$ cat src/rtl/forward_hazard_unit.sv
// EX-stage operand forwarding with per-operand hold registers for memory stalls,
// plus the load-use / memory-busy stall controller and a saturating stall counter.
module forward_hazard_unit #(
    parameter int DATA_WIDTH     = 32,
    parameter int REG_ADDR_WIDTH = 5,
    parameter int LU_BUBBLES     = 1
) (
    input  logic                      clk_i,
    input  logic                      rst_i,
    input  logic [REG_ADDR_WIDTH-1:0] id_rs1_addr,
    input  logic [REG_ADDR_WIDTH-1:0] id_rs2_addr,
    input  logic [REG_ADDR_WIDTH-1:0] idex_rs1_addr,
    input  logic [REG_ADDR_WIDTH-1:0] idex_rs2_addr,
    input  logic [DATA_WIDTH-1:0]     idex_rs1_data,
    input  logic [DATA_WIDTH-1:0]     idex_rs2_data,
    input  logic [REG_ADDR_WIDTH-1:0] idex_rd_addr,
    input  logic                      idex_mem_read,
    input  logic [REG_ADDR_WIDTH-1:0] exmem_rd_addr,
    input  logic [DATA_WIDTH-1:0]     exmem_rd_data,
    input  logic                      exmem_reg_write,
    input  logic                      exmem_mem_read,
    input  logic [REG_ADDR_WIDTH-1:0] memwb_rd_addr,
    input  logic [DATA_WIDTH-1:0]     memwb_rd_data,
    input  logic                      memwb_reg_write,
    input  logic                      mem_busy,
    input  logic                      flush,
    output logic [DATA_WIDTH-1:0]     fwd_op1,
    output logic [DATA_WIDTH-1:0]     fwd_op2,
    output logic [1:0]                fwd_sel1,
    output logic [1:0]                fwd_sel2,
    output logic                      stall_if,
    output logic                      stall_id,
    output logic                      stall_ex,
    output logic                      bubble_ex,
    output logic [31:0]               stall_cnt
);

    typedef enum logic [1:0] {RUN, LU_WAIT, MEM_WAIT} state_t;

    localparam logic [2:0] LU_INIT = 3'(LU_BUBBLES - 1);

    state_t      state_reg, state_next;
    logic [2:0]  cnt_reg, cnt_next;
    logic [31:0] stall_cnt_reg;
    logic        lu;

    logic [REG_ADDR_WIDTH-1:0] rs_addr [2];
    logic [DATA_WIDTH-1:0]     rs_data [2];

    assign rs_addr[0] = idex_rs1_addr;
    assign rs_addr[1] = idex_rs2_addr;
    assign rs_data[0] = idex_rs1_data;
    assign rs_data[1] = idex_rs2_data;

    generate
        for (genvar gi = 0; gi < 2; gi++) begin : g_opnd
            logic                      exmem_hit, memwb_hit, hold_hit;
            logic [DATA_WIDTH-1:0]     fwd_data;
            logic [1:0]                fwd_src;
            logic                      hold_valid_reg;
            logic [REG_ADDR_WIDTH-1:0] hold_addr_reg;
            logic [DATA_WIDTH-1:0]     hold_data_reg;

            // A load in EX/MEM has no data yet, so it must not forward.
            assign exmem_hit = exmem_reg_write && !exmem_mem_read &&
                               (exmem_rd_addr != '0) && (exmem_rd_addr == rs_addr[gi]);
            assign memwb_hit = memwb_reg_write &&
                               (memwb_rd_addr != '0) && (memwb_rd_addr == rs_addr[gi]);
            assign hold_hit  = hold_valid_reg && (rs_addr[gi] != '0) &&
                               (hold_addr_reg == rs_addr[gi]);

            always_comb begin
                fwd_data = rs_data[gi];
                fwd_src  = 2'd0;
                if (exmem_hit) begin
                    fwd_data = exmem_rd_data;
                    fwd_src  = 2'd1;
                end else if (memwb_hit) begin
                    fwd_data = memwb_rd_data;
                    fwd_src  = 2'd2;
                end else if (hold_hit) begin
                    fwd_data = hold_data_reg;
                    fwd_src  = 2'd3;
                end
            end

            // MEM/WB retires while EX is frozen; keep its value until EX advances.
            // Flush only acts with mem_busy low, where stall_ex is also low.
            always_ff @(posedge clk_i) begin
                if (rst_i) begin
                    hold_valid_reg <= 1'b0;
                    hold_addr_reg  <= '0;
                    hold_data_reg  <= '0;
                end else if (mem_busy && (fwd_src == 2'd2)) begin
                    hold_valid_reg <= 1'b1;
                    hold_addr_reg  <= rs_addr[gi];
                    hold_data_reg  <= memwb_rd_data;
                end else if (!stall_ex) begin
                    hold_valid_reg <= 1'b0;
                end
            end
        end
    endgenerate

    assign fwd_op1  = g_opnd[0].fwd_data;
    assign fwd_sel1 = g_opnd[0].fwd_src;
    assign fwd_op2  = g_opnd[1].fwd_data;
    assign fwd_sel2 = g_opnd[1].fwd_src;

    assign lu = idex_mem_read && (idex_rd_addr != '0) &&
                ((idex_rd_addr == id_rs1_addr) || (idex_rd_addr == id_rs2_addr));

    always_comb begin
        state_next = state_reg;
        cnt_next   = cnt_reg;
        stall_if   = 1'b0;
        stall_id   = 1'b0;
        stall_ex   = 1'b0;
        bubble_ex  = 1'b0;
        if (mem_busy) begin
            stall_if   = 1'b1;
            stall_id   = 1'b1;
            stall_ex   = 1'b1;
            state_next = MEM_WAIT;
        end else if (flush) begin
            bubble_ex  = 1'b1;
            state_next = RUN;
            cnt_next   = 3'd0;
        end else if ((state_reg == LU_WAIT) || ((state_reg == MEM_WAIT) && (cnt_reg != 3'd0))) begin
            // Pending bubbles resume immediately after a memory stall.
            stall_if   = 1'b1;
            stall_id   = 1'b1;
            bubble_ex  = 1'b1;
            cnt_next   = cnt_reg - 3'd1;
            state_next = (cnt_reg == 3'd1) ? RUN : LU_WAIT;
        end else begin
            state_next = RUN;
            if (lu) begin
                stall_if   = 1'b1;
                stall_id   = 1'b1;
                bubble_ex  = 1'b1;
                cnt_next   = LU_INIT;
                state_next = (LU_BUBBLES > 1) ? LU_WAIT : RUN;
            end
        end
    end

    always_ff @(posedge clk_i) begin
        if (rst_i) begin
            state_reg     <= RUN;
            cnt_reg       <= 3'd0;
            stall_cnt_reg <= '0;
        end else begin
            state_reg <= state_next;
            cnt_reg   <= cnt_next;
            if (stall_id && (stall_cnt_reg != 32'hFFFF_FFFF))
                stall_cnt_reg <= stall_cnt_reg + 32'd1;
        end
    end

    assign stall_cnt = stall_cnt_reg;

endmodule

$ cat config.mk
export PLATFORM = sky130hd
export DESIGN_NAME = forward_hazard_unit
export DESIGN_NICKNAME = d
export VERILOG_FILES = /design/src/rtl/forward_hazard_unit.sv
export SDC_FILE = /design/constraint.sdc
export NUM_CORES = 1
export LEC_CHECK = 0
export BUFFER_PORTS_ARGS = -buffer_cell sky130_fd_sc_hd__buf_4
export CAP_MARGIN = 20
export CORE_MARGIN = 2
export CORE_UTILIZATION = 45
export DETAILED_ROUTE_END_ITERATION = 10
export PLACE_DENSITY = 0.74
export SYNTH_ARGS = -nofsm -noshare
export SYNTH_HDL_FRONTEND = slang
export SYNTH_SLANG_ARGS = --single-unit
$ cat constraint.sdc
create_clock -name clk_i -period 5.5 [get_ports clk_i]
set_clock_uncertainty 0.2 [all_clocks]
set_input_delay 0.275 -clock clk_i [delete_from_list [all_inputs] [get_ports clk_i]]
set_output_delay 0.275 -clock clk_i [all_outputs]
set_load 0.005 [all_outputs]
==> flow_summary.toml <==
[clock_network]
cts_resized = 0
numCtsBuffers = 17
cts_tree = "done"
cts_max_level = 4
cts_root_buffer = "clkbuf_16"
hold_buffers = 43
clk_pin_slew_ns = 0.05
clk_latency_ns = 0.42
post-cts-setup-buffer-count = 0
cts.sinks = 113
clock_path_buffers = 2

[routing]
num_vias = 7644
viasPerCell = 5.323
drc = 0
firstDrtPassIters = 5
drt-total-wl_mm = 23.22
drtAntennaViolNets = 0
drtIter0Drc = 556
wl_per_cell_um = 16.17

[sta]
setup-violations-final = 0
maxSlewHeadroom = 0.3833
maxSlewViolCount = 0
period_minus_slack_ns = 3.849
fmax_mhz = 259.8
holdWs_ns = 0.01331
period_share = 0.6998
setup_slack_ns = 1.651
rsz0062_at_grt = "no"
tightest_slew_ns = 0.9250
tns_ns = 0
hold_violations = 0

[yosys]
syn_area_um2 = 7146
syn_avg_cell_area_um2 = 7.683
yosysSeqAreaShare = 0.3166
synthArstFlopShare = 0
synth_edf_count = 0
synth_warnings = 0
synth_seq_cells = 113
synth_area_leader_cell = "dfxtp_1"
ys_types = 44
synth_top_area_frac = 0.3166
synth_area_leaders = "dfxtp_1, mux2i_1, nand2_1, a21o_1, a211oi_1"
synth_nets = 1105
postSynthCellCount = 930
synthFlopType = "dfxtp_1"

[floorplan]
dieArea_um2 = 16900
num_rows = 46
core-area_um2 = 15710
die_w_um = 130.0
die_h_um = 130.0
start_util = 0.4548
io-pin-count = 275

[run]
drv_cap = 0

[worst_setup_path]
path_buf_inv = 4
start_kind = "input port"
crit_top_cell = "buf_4"
crit_arrival_ns = 3.37
cp_slowest_stage_delay_ns = 0.72
worstSetupPathType = "in2out"
worstPathMaxFanout = 22
critPathTopFamily = "buffers and inverters"
cpMaxStageDelayCell = "nor2_4"
end_kind = "output port"
cp_data_required_time_ns = 5.03
crit_chain = "dlygate4sd3_1 > buf_4 > xor2_1 > nor3_1 > nand3_1 > nor2_4 > buf_4 > mux2i_1 > a211oi_1 > a21o_1 > buf_4"
r2r_setup_slack_ns = 2.70

[power]
p_leak_nw = 4.269
ir_drop_mv = 0.1986
power_density_nw_per_um2 = 226.9
power_mw = 2.325

[layout]
synthToLayoutAreaGrowth_pct = 43.39
layout.nets = 1382
antenna_cells = 0
largest_reg_flops = 64
fillers = 1404
final_cell_count_no_fill = 1436
layout_common_cells = "buf_4, nand2_1, dfxtp_1"
drive_above_1_share = 0.2713
layout_commonest_cell = "buf_4"

[grt]
grt_overflow = 0
grt_max_degree = 70
antenna_found_initial = 0
gr-usage-all-layers = 0.2672
grt_pass1_vias = 7261
grt_pass1_wl_mm = 35.83

[place]
place.gp.congestion = 0.8373
hpwl_mm = 16.19
post-place-cells = 1361
dp_slack_ns = 2.095
portBuffers = 274

[hold_path]
worstHoldPathType = "in2reg"

[status]
status = "finished, final reports clean"
==> metal layers <==
metal,vias up,global-route usage,wire (um)
met5,-,0,0
met4,0,0.09045,431
met3,37,0.05945,1521
met2,280,0.4604,11310
met1,3527,0.3306,9955
li1,3800,-,-
==> path summary, 6_finish.rpt <==
path	startpoint	endpoint	cells after the start
max reg2reg	stall_cnt[0]	stall_cnt[27]	8
max	idex_rs1_addr[3]	fwd_op1[0]	11
min reg2reg	g_opnd[0].hold_data_reg[2]	g_opnd[0].hold_data_reg[2]	2
min	flush	cnt_reg[2]	4
==> worst min-delay path, stage by stage <==
cell,delay [ns]
buf_4,0.09
nor2b_1,0.07
nand4_1,0.09
a21oi_1,0.05
==> cells in the mapped netlist, drive strengths merged (6+ instances only) <==
cell    count
a211oi     65
a21o       68
a21oi      82
and3        6
and4        7
buf        44
clkbuf     28
dfxtp     113
inv         9
mux2i      64
nand2     159
nand2b      6
nand3      19
nand4       9
nor2      113
nor3       26
nor4        6
o21ai       6
xnor2      52
xor2       12
==> area by class of cell <==
class                      count  area (um^2)  share of cell area
sequential                   113         2262              0.2208
multi-input combinational    736         4479              0.4372
timing repair buffer         330         2585              0.2523
clock buffer                  22        484.2             0.04726
clock inverter                10        131.4             0.01282
inverter                       9        33.78            0.003297
tap                          216        270.3             0.02638
==> power breakdown <==
group	internal (mW)	switching, mW	leakage [nW]	total (mW)
Sequential	0.825	0.00472	0.911	0.830
Combinational	0.209	0.152	3.05	0.361
Clock	0.756	0.379	0.306	1.13
Total	1.79	0.536	4.27	2.33
==> cell families (layout without fill, tap and decap cells) <==
group                      Yosys count  count (layout)  share of synthesized area
DFF                                113             113                     0.3166
and+or+nand+nor                    376             376                     0.2378
AOI/OAI and AO/OA                  226             226                     0.2077
buffers and inverters               81             371                    0.05971
adders and majority gates            4               4                   0.007004
xor gates and xnor gates            64              64                    0.07845
muxes                               66              66                    0.09280
==> stage by stage <==
| step | utilization | area (um^2) |
|---|---|---|
| floorplan | - | 7146 |
| global placement | 0.5855 | 9200 |
| detailed placement | 0.5855 | 9200 |
| CTS | 0.6521 | 10250 |
| global route | 0.6521 | 10250 |
| finish | 0.6521 | 10250 |
No activity file was read; power rests on OpenSTA's default activity.
